==> config.mk <==
export PLATFORM = sky130hd
export DESIGN_NAME = async_fifo_wr_side_flat
export DESIGN_NICKNAME = d
export VERILOG_FILES = /design/src/rtl/fifo_pkg.sv /design/src/rtl/async_fifo_wr_side_if.sv /design/src/rtl/ptr_sync.sv /design/src/rtl/async_fifo_wr_side.sv /design/src/flat_wrapper.sv
export SDC_FILE = /design/constraint.sdc
export NUM_CORES = 1
export LEC_CHECK = 0
export BUFFER_PORTS_ARGS = -buffer_cell sky130_fd_sc_hd__buf_2
export CAP_MARGIN = 15
export CORE_MARGIN = 2
export CORE_UTILIZATION = 35
export DETAILED_ROUTE_END_ITERATION = 16
export SYNTH_ARGS = -nofsm -noshare
export SYNTH_HDL_FRONTEND = slang
export SYNTH_SLANG_ARGS = --single-unit
==> constraint.sdc <==
create_clock -name W_CLK -period 2.2 [get_ports W_CLK]
set_input_delay 0.11 -clock W_CLK [delete_from_list [all_inputs] [get_ports W_CLK]]
set_output_delay 0.11 -clock W_CLK [all_outputs]
set_load 0.03 [all_outputs]
==> src/rtl/fifo_pkg.sv <==
// Shared helpers for both halves of the async FIFO: Gray/binary conversion,
// depth derivation and the write-side flag bundle.
package fifo_pkg;

  // Functions work on 32 bits; callers size-cast to their pointer width.
  // Upper bits are zero, so the low bits of the result are exact.
  function automatic logic [31:0] bin2gray(input logic [31:0] b);
    return b ^ (b >> 1);
  endfunction

  function automatic logic [31:0] gray2bin(input logic [31:0] g);
    logic [31:0] b;
    b[31] = g[31];
    for (int i = 30; i >= 0; i--) begin
      b[i] = b[i+1] ^ g[i];
    end
    return b;
  endfunction

  function automatic int depth_of(input int addr_width);
    return 1 << addr_width;
  endfunction

  typedef struct packed {
    logic full;
    logic almost_full;
    logic overflow;
  } wr_flags_t;

endpackage

==> src/rtl/async_fifo_wr_side_if.sv <==
// Write-domain bus of the async FIFO: write port, read-domain address/pointer
// inputs and the flag/level outputs.
interface async_fifo_wr_side_if #(
  parameter int DATA_WIDTH = 8,
  parameter int ADDR_WIDTH = 3
);
  // Handshake: W_INC is a request accepted on the W_CLK edge only while W_FULL
  // is low; a request while full is dropped and flagged in W_OVERFLOW.
  logic [DATA_WIDTH-1:0] W_DATA;
  logic                  W_INC;
  logic                  W_CLR_OVF;
  logic [ADDR_WIDTH-1:0] R_ADDR;
  logic [ADDR_WIDTH:0]   RPTR_GRAY;
  logic [DATA_WIDTH-1:0] R_DATA;
  logic [ADDR_WIDTH:0]   WPTR_GRAY;
  logic                  W_FULL;
  logic                  W_ALMOST_FULL;
  logic [ADDR_WIDTH:0]   W_LEVEL;
  logic                  W_OVERFLOW;

  modport master (
    output W_DATA, W_INC, W_CLR_OVF, R_ADDR, RPTR_GRAY,
    input  R_DATA, WPTR_GRAY, W_FULL, W_ALMOST_FULL, W_LEVEL, W_OVERFLOW
  );

  modport slave (
    input  W_DATA, W_INC, W_CLR_OVF, R_ADDR, RPTR_GRAY,
    output R_DATA, WPTR_GRAY, W_FULL, W_ALMOST_FULL, W_LEVEL, W_OVERFLOW
  );
endinterface

==> src/rtl/ptr_sync.sv <==
// Multi-flop synchronizer for a Gray-coded pointer crossing clock domains.
module ptr_sync #(
  parameter int WIDTH  = 4,
  parameter int STAGES = 2
) (
  input  logic             clk,
  input  logic             rst_n,
  input  logic [WIDTH-1:0] d,
  output logic [WIDTH-1:0] q
);
  logic [WIDTH-1:0] sync_q [STAGES];

  always_ff @(posedge clk or negedge rst_n) begin
    if (!rst_n) begin
      for (int i = 0; i < STAGES; i++) sync_q[i] <= '0;
    end else begin
      sync_q[0] <= d;
      for (int i = 1; i < STAGES; i++) sync_q[i] <= sync_q[i-1];
    end
  end

  assign q = sync_q[STAGES-1];
endmodule

==> src/rtl/async_fifo_wr_side.sv <==
// Write-domain half of the async FIFO: storage, write pointer, read-pointer
// synchronizer and the registered full/almost-full/level/overflow flags.
module async_fifo_wr_side
  import fifo_pkg::*;
#(
  parameter int DATA_WIDTH  = 8,
  parameter int ADDR_WIDTH  = 3,
  parameter int AF_LEVEL    = 6,
  parameter int SYNC_STAGES = 2
) (
  input  logic W_CLK,
  input  logic W_RST,
  async_fifo_wr_side_if.slave bus
);
  localparam int DEPTH = depth_of(ADDR_WIDTH);
  localparam int PW    = ADDR_WIDTH + 1;

  logic [DATA_WIDTH-1:0] mem [DEPTH];
  logic [PW-1:0] wbin, wbin_n, wgray, wgray_n;
  logic [PW-1:0] rq, rbin_s, full_cmp, level_q, level_n;
  wr_flags_t     flags_q;
  logic          wr_en, full_n, af_n;

  ptr_sync #(
    .WIDTH  (PW),
    .STAGES (SYNC_STAGES)
  ) u_rptr_sync (
    .clk   (W_CLK),
    .rst_n (W_RST),
    .d     (bus.RPTR_GRAY),
    .q     (rq)
  );

  assign wr_en   = bus.W_INC & ~flags_q.full;
  assign wbin_n  = wbin + PW'(wr_en);
  assign wgray_n = PW'(bin2gray(32'(wbin_n)));
  assign rbin_s  = PW'(gray2bin(32'(rq)));

  // Full when the write pointer is exactly one lap ahead: in Gray code that is
  // the synchronized read pointer with its two MSBs inverted.
  assign full_cmp = rq ^ (PW'(3) << (PW - 2));
  assign full_n   = (wgray_n == full_cmp);
  assign level_n  = wbin_n - rbin_s;
  assign af_n     = (32'(level_n) >= 32'(AF_LEVEL));

  always_ff @(posedge W_CLK or negedge W_RST) begin
    if (!W_RST) begin
      for (int i = 0; i < DEPTH; i++) mem[i] <= '0;
    end else if (wr_en) begin
      mem[wbin[ADDR_WIDTH-1:0]] <= bus.W_DATA;
    end
  end

  always_ff @(posedge W_CLK or negedge W_RST) begin
    if (!W_RST) begin
      wbin    <= '0;
      wgray   <= '0;
      level_q <= '0;
      flags_q <= '0;
    end else begin
      wbin                <= wbin_n;
      wgray               <= wgray_n;
      level_q             <= level_n;
      flags_q.full        <= full_n;
      flags_q.almost_full <= af_n;
      // A new overflow wins over a clear in the same cycle.
      flags_q.overflow    <= (bus.W_INC & flags_q.full) |
                             (flags_q.overflow & ~bus.W_CLR_OVF);
    end
  end

  assign bus.R_DATA        = mem[bus.R_ADDR];
  assign bus.WPTR_GRAY     = wgray;
  assign bus.W_FULL        = flags_q.full;
  assign bus.W_ALMOST_FULL = flags_q.almost_full;
  assign bus.W_LEVEL       = level_q;
  assign bus.W_OVERFLOW    = flags_q.overflow;
endmodule

==> src/flat_wrapper.sv <==
// flat-port wrapper written by rule: the top's interface ports become plain ports
module async_fifo_wr_side_flat import fifo_pkg::*;
#(
  parameter int DATA_WIDTH  = 8,
  parameter int ADDR_WIDTH  = 3,
  parameter int AF_LEVEL    = 6,
  parameter int SYNC_STAGES = 2
)
  (W_CLK, W_RST, bus_W_DATA, bus_W_INC, bus_W_CLR_OVF, bus_R_ADDR, bus_RPTR_GRAY, bus_R_DATA, bus_WPTR_GRAY, bus_W_FULL, bus_W_ALMOST_FULL, bus_W_LEVEL, bus_W_OVERFLOW);
  async_fifo_wr_side_if #(.DATA_WIDTH(DATA_WIDTH), .ADDR_WIDTH(ADDR_WIDTH)) bus_i ();
  input  logic W_CLK;
  input  logic W_RST;
  input wire logic [$bits(bus_i.W_DATA)-1:0] bus_W_DATA;
  input wire logic [$bits(bus_i.W_INC)-1:0] bus_W_INC;
  input wire logic [$bits(bus_i.W_CLR_OVF)-1:0] bus_W_CLR_OVF;
  input wire logic [$bits(bus_i.R_ADDR)-1:0] bus_R_ADDR;
  input wire logic [$bits(bus_i.RPTR_GRAY)-1:0] bus_RPTR_GRAY;
  output wire logic [$bits(bus_i.R_DATA)-1:0] bus_R_DATA;
  output wire logic [$bits(bus_i.WPTR_GRAY)-1:0] bus_WPTR_GRAY;
  output wire logic [$bits(bus_i.W_FULL)-1:0] bus_W_FULL;
  output wire logic [$bits(bus_i.W_ALMOST_FULL)-1:0] bus_W_ALMOST_FULL;
  output wire logic [$bits(bus_i.W_LEVEL)-1:0] bus_W_LEVEL;
  output wire logic [$bits(bus_i.W_OVERFLOW)-1:0] bus_W_OVERFLOW;
  assign bus_i.W_DATA = bus_W_DATA;
  assign bus_i.W_INC = bus_W_INC;
  assign bus_i.W_CLR_OVF = bus_W_CLR_OVF;
  assign bus_i.R_ADDR = bus_R_ADDR;
  assign bus_i.RPTR_GRAY = bus_RPTR_GRAY;
  assign bus_R_DATA = bus_i.R_DATA;
  assign bus_WPTR_GRAY = bus_i.WPTR_GRAY;
  assign bus_W_FULL = bus_i.W_FULL;
  assign bus_W_ALMOST_FULL = bus_i.W_ALMOST_FULL;
  assign bus_W_LEVEL = bus_i.W_LEVEL;
  assign bus_W_OVERFLOW = bus_i.W_OVERFLOW;
  async_fifo_wr_side #(.DATA_WIDTH(DATA_WIDTH), .ADDR_WIDTH(ADDR_WIDTH), .AF_LEVEL(AF_LEVEL), .SYNC_STAGES(SYNC_STAGES)) u_core (.W_CLK(W_CLK), .W_RST(W_RST), .bus(bus_i));
endmodule
======== Word level (Yosys, flattened, before mapping) ========
Index checks and enable logic that the tools add are counted.
word-level totals
  bits in registers ....................... 87
  latch bits .............................. 0
  RAM bits ................................ 0
  bits in read-only memories .............. 0
  input port bits ......................... 19
  memories ................................ 0
cells by class
  add/subtract/negate cells ............... 2
  multiply operators ...................... 0
  div/mod/pow operators ................... 0
  $lt $le $gt $ge ......................... 4
  equal/unequal tests ..................... 1
  shift operators ......................... 0
  mux-type cells .......................... 6
  bitwise gates (word level) .............. 13
  reduce and logical (&&, ||, !) cells .... 1
operators with widths
  cell                  number
  $bwmux W64            1
  $bmux W8 S3           1
  $demux W8 S3          1
  $mux W8               3
  $ge A4 B4 Y1 const B  2
  $not A3 Y4            2
  $add A4 B1 Y4         1
  $eq A4 B4 Y1          1
  $ge A4 B3 Y1 const B  1
  $lt A4 B1 Y1 const B  1
  $sub A4 B4 Y4         1
  $xor A4 B3 Y4         1
  $and A1 B1 Y1         3
  $xor A1 B1 Y1         3
  $not A1 Y1            2
  $not A2 Y2            1
  $logic_and A1 B1 Y1   1
  $or A1 B1 Y1          1

======== Logic depth before layout (Yosys ltp) ========
  depth after elaboration ................. 6
  gate-level depth with buffers ........... 9
  depth with buffers taken out ............ 9

======== Modules after synthesis ========
A second synthesis with hierarchy kept.
second synthesis, totals
  cell total of the unflattened synthesis .. 241
  area, all modules ....................... 3943.8 um^2
modules (own cells, without submodules)
  module              instances  cells each  area each (um^2)  seq. area each (um^2)
  async_fifo_wr_side  1          229         3713.6            1951.9
  ptr_sync            1          12          230.2             200.2

======== Least setup slack after synthesis ========
No wires, ideal clock.
  kind .................................... flip-flop to flip-flop
  start ................................... register u_core.flags_q (netlist bit u_core.bus.W_FULL)
  end ..................................... register u_core.flags_q (netlist bit u_core.bus.W_ALMOST_FULL)
  setup time .............................. 126 ps
  arrival time ............................ 2170 ps
  setup slack ............................. -96 ps
  stages on the path, launching flop included .. 9
  path buffers ............................ 0
  period minus slack after synthesis ...... 2296 ps
  path through ............................ dfrtp_1 nor2b_4 ha_1 ha_1 xor2_2 ha_1 inv_1 o21a_1 a221o_1
between the ends
  cells in the longest elaborated chain, start to end .. 5
ends and longest elaborated chain
  element               RTL line                  text
  start, declared       async_fifo_wr_side.sv:21  wr_flags_t flags_q;
  $not A1 Y1            async_fifo_wr_side.sv:34  assign wr_en = bus.W_INC & ~flags_q.full;
  $and A1 B1 Y1         async_fifo_wr_side.sv:34
  $add A4 B1 Y4         async_fifo_wr_side.sv:35  assign wbin_n = wbin + PW'(wr_en);
  net u_core.wbin_n[2]  async_fifo_wr_side.sv:19  logic [PW-1:0] wbin, wbin_n, wgray, wgray_n;
  $sub A4 B4 Y4         async_fifo_wr_side.sv:43  assign level_n = wbin_n - rbin_s;
  $ge A4 B3 Y1          async_fifo_wr_side.sv:44  assign af_n = (32'(level_n) >= 32'(AF_LEVEL));
  net u_core.af_n       async_fifo_wr_side.sv:22  logic wr_en, full_n, af_n;
The timed path passes the listed nets, and every way through them passes these cells.
A chain may end at the register's enable or synchronous reset.

======== Final worst setup path ========
  start ................................... register u_core.u_rptr_sync.sync_q (netlist bit u_core.u_rptr_sync.q[2])
  end ..................................... register u_core.flags_q (netlist bit u_core.bus.W_ALMOST_FULL)
between the ends
  cells in the longest elaborated chain, start to end .. 5
ends and longest elaborated chain
  element                       RTL line                  text
  start, declared               ptr_sync.sv:11            logic [WIDTH-1:0] sync_q [STAGES];
  $xor A1 B1 Y1 * (2 in a row)  fifo_pkg.sv:15            b[i] = b[i+1] ^ g[i];
  $xor A1 B1 Y1                 fifo_pkg.sv:15
  $sub A4 B4 Y4 *               async_fifo_wr_side.sv:43
  net u_core.level_n[1]         async_fifo_wr_side.sv:20  logic [PW-1:0] rq, rbin_s, full_cmp, level_q, level_n;
  $ge A4 B3 Y1 *                async_fifo_wr_side.sv:44
  net u_core.af_n               async_fifo_wr_side.sv:22
The timed path passes the listed nets; every way through them passes the cells marked *.

==> metrics.cfg <==
[global_route]
first_global_vias = 2288
grt_usage_pct = 13.7
grt-ovfl-total = 0
grtUsageMet2_pct = 22.7
antenna_found_initial = 0
met1_usage_pct = 17.2
gr-max-usage-layer = met2
gr-usage-met3_pct = 2.96
grt_pass1_wl_microns = 11900
grt_max_degree = 55

[logic_synthesis]
synthTopCellsByCount = 86 x dfrtp_1, 71 x mux2_2, 10 x mux4_1, 8 x xnor2_1, 7 x inv_1
syn_inst = 238
synth_flop_cell = dfrtp_1
ys_seq_area_share_pct = 55.2
syn_avg_cell_area_sq_um = 16.4
synth_area_sq_um = 3900
synth-edff-count = 0
synth_cell_types = 38
synth_top_area_cell = dfrtp_1
synth_area_leaders = dfrtp_1 55%, mux2_2 21%, mux4_1 6.7%
synth_fp_nets = 263
ys_async_sr_fraction_pct = 100
ys_seq_elements = 86
synth_top_area_share_pct = 55.2
synth_most_common_cell = dfrtp_1
ys_warn_count = 0

[setup_path]
critPathLaunchType = flip-flop
ff2ff_path_depth = 9
critPathKind = flip-flop to flip-flop
startpoint = u_core.u_rptr_sync.q[2]
rr_startpoint = u_core.u_rptr_sync.q[2]
r2r_end = u_core.bus.W_ALMOST_FULL
worstSetupEndpointType = flip-flop
crit_required_ns = 2.45
reg2reg_setup_slack_ns = -0.01
arrival_ns = 2.46
cp_max_fo = 3

[drt]
wire_per_inst_microns = 16.8
totalWireLength_microns = 7500
vias = 2178
post-route-drc-count = 0
ant_nets = 0
first_iter_violations = 88
drtPass1Iterations = 4
vias_per_cell = 4.87

[placement]
io_buffers = 37
dp_slack_ns = -0.0115
dp_hpwl_microns = 4810
place_congestion = 0.705

[die]
num_rows = 38
fp.dieW_microns = 110
dieHeight_microns = 110
start_util_pct = 36.0
core_sq_um = 10800
dieArea_sq_um = 12000
io_pins = 38

[worst_hold_path]
min_path_type = primary input to flip-flop
hold_depth = 2
hold_path_end = u_core.mem[26]
hold_start = bus_W_DATA[2]

[timing]
fin_skew_ns = 0.00947
tightest_slew_ns = 0.551
setup_viol = 1
period_minus_slack_ns = 2.21
finalCritPeriodShare_pct = 100
rsz0062_at_grt = true
hold_viol_final = 0
worst_slack_ns = -0.0102
hold_slack_ns = 0.0866
relSlewSlack_pct = 63.2
fmax_mhz = 452
slew_viol_final = 0

[power]
power_frac_seq_pct = 40.0
clockPowerShare_pct = 16.4
p_sw_mw = 2.34
pwr-share-comb_pct = 43.7
ir_drop_mv = 0.654
power.density_nw_per_um2 = 1460
finalPower_mw = 6.78
power_leakage_nw = 2.05
switching_share_pct = 34.6
p_int_mw = 4.43

[cts]
cts_tree = built
cts.root.buffer_cell = clkbuf_8
cts-htree-levels = 3
cts_sinks = 86
path_clk_slew_ns = 0.09
clock_latency_ns = 0.36
cts_made_buffers = 9
clockBufferDepth = 2

[flow_run]
max_cap_viol_count = 0

[outcome]
outcome = finished with violations
violations = negative setup slack

[finish]
post-route-util_pct = 42.9
drive_above_1_share_pct = 52.8
nets = 327
diodes = 0
syn2layout_area_growth_pct = 19.2

## placed cells by master, fill, tap and decap left out, drive strengths merged, types with 3 or more instances in the layout
cell type	instances
dfrtp	86
xnor2	9
clkbuf	10
nand3	3
buf	55
mux4	16
clkinvlp	3
xor2	7
mux2	72
inv	9
nand2	5
ha	5
dlygate4sd3	7
## worst max-delay path by stage
stage / endpoint / slack (ns) / depth (start not counted)
6_report: u_core.bus.W_ALMOST_FULL / -0.01 / 9
5_1_grt: u_core.bus.W_ALMOST_FULL / -0.16 / 9
4_1_cts: u_core.bus.W_ALMOST_FULL / -0.01 / 9
3_5_place_dp: u_core.bus.W_ALMOST_FULL / -0.01 / 9
3_3_place_gp: u_core.bus.W_ALMOST_FULL / 0.02 / 9
2_1_floorplan: u_core.bus.W_ALMOST_FULL / 0.004 / 9
## power by group through the flow
stage / combinational, mW / sequential (mW) / clock, mW
2_1_floorplan: 2.11 / 2.78 / 0
3_3_place_gp: 2.87 / 2.69 / 0
3_5_place_dp: 2.94 / 2.72 / 0
4_1_cts: 2.97 / 2.69 / 1.15
5_1_grt: 3.22 / 2.79 / 1.23
6_report: 2.96 / 2.71 / 1.11
## area by class of cell
cell class | count | area, sq um
clock inverter | 6 | 70.1
clock buffer | 10 | 128
sequential | 86 | 2150
timing repair buffer | 62 | 405
multi-input combinational | 136 | 1690
inverter | 7 | 26.3
tap | 140 | 175
fill | 992 | 6190
## state kept, by name, summed over array words and instances, names as in the netlist
name and flops:
u_core.mem 64, u_core.bus.W_LEVEL 4, u_core.u_rptr_sync.q 4, u_core.u_rptr_sync.sync_q 4, u_core.wbin 4, u_core.bus.WPTR_GRAY 3
u_core.bus.W_ALMOST_FULL 1, u_core.bus.W_FULL 1, u_core.bus.W_OVERFLOW 1
## cells by family after synthesis
| family | count (synthesis) | share of synthesized area [%] |
|---|---|---|
| AO/OA/AOI/OAI | 8 | 1.54 |
| XOR/XNOR | 16 | 3.98 |
| adder cells (fa/ha/maj) | 6 | 2.12 |
| buffers and inverters | 16 | 2.54 |
| flip-flops | 86 | 55.2 |
| multiplexers | 88 | 31.0 |
| AND/OR/NAND/NOR | 18 | 3.63 |
## what timing repair did
item	CTS	global route
gates resized for setup	0	3
pin swaps	0	3
hold endpoints to repair	37	0
endpoints found under the setup margin	1	2
buffers inserted	0	2
hold buffers	7	0
## routing by layer
| layer | up-vias | wire, microns |
|---|---|---|
| met1 | 1124 | 3460 |
| met4 | 0 | 112 |
| li1 | 1008 | - |
| met2 | 37 | 3660 |
| met5 | - | 0 |
| met3 | 9 | 267 |
## metrics by stage
stage	instances	TNS [ns]	area [sq um]
final	447	-0.0102	4650
after global routing	447	-0.156	4650
after CTS	445	-0.0139	4610
after detailed placement	422	-0.0115	4340
after global placement	422	0	4340
after floorplan	238	0	3920
## critical path, cell delays in order, from the launching register on
cell	delay, ns
dfrtp_1	0.42
xnor2_2	0.23
xor2_2	0.19
xnor2_1	0.14
ha_1	0.16
inv_1	0.05
fa_1	0.48
inv_1	0.08
o22ai_1	0.07
a221o_1	0.30
No activity file was read; power rests on OpenSTA's default activity.
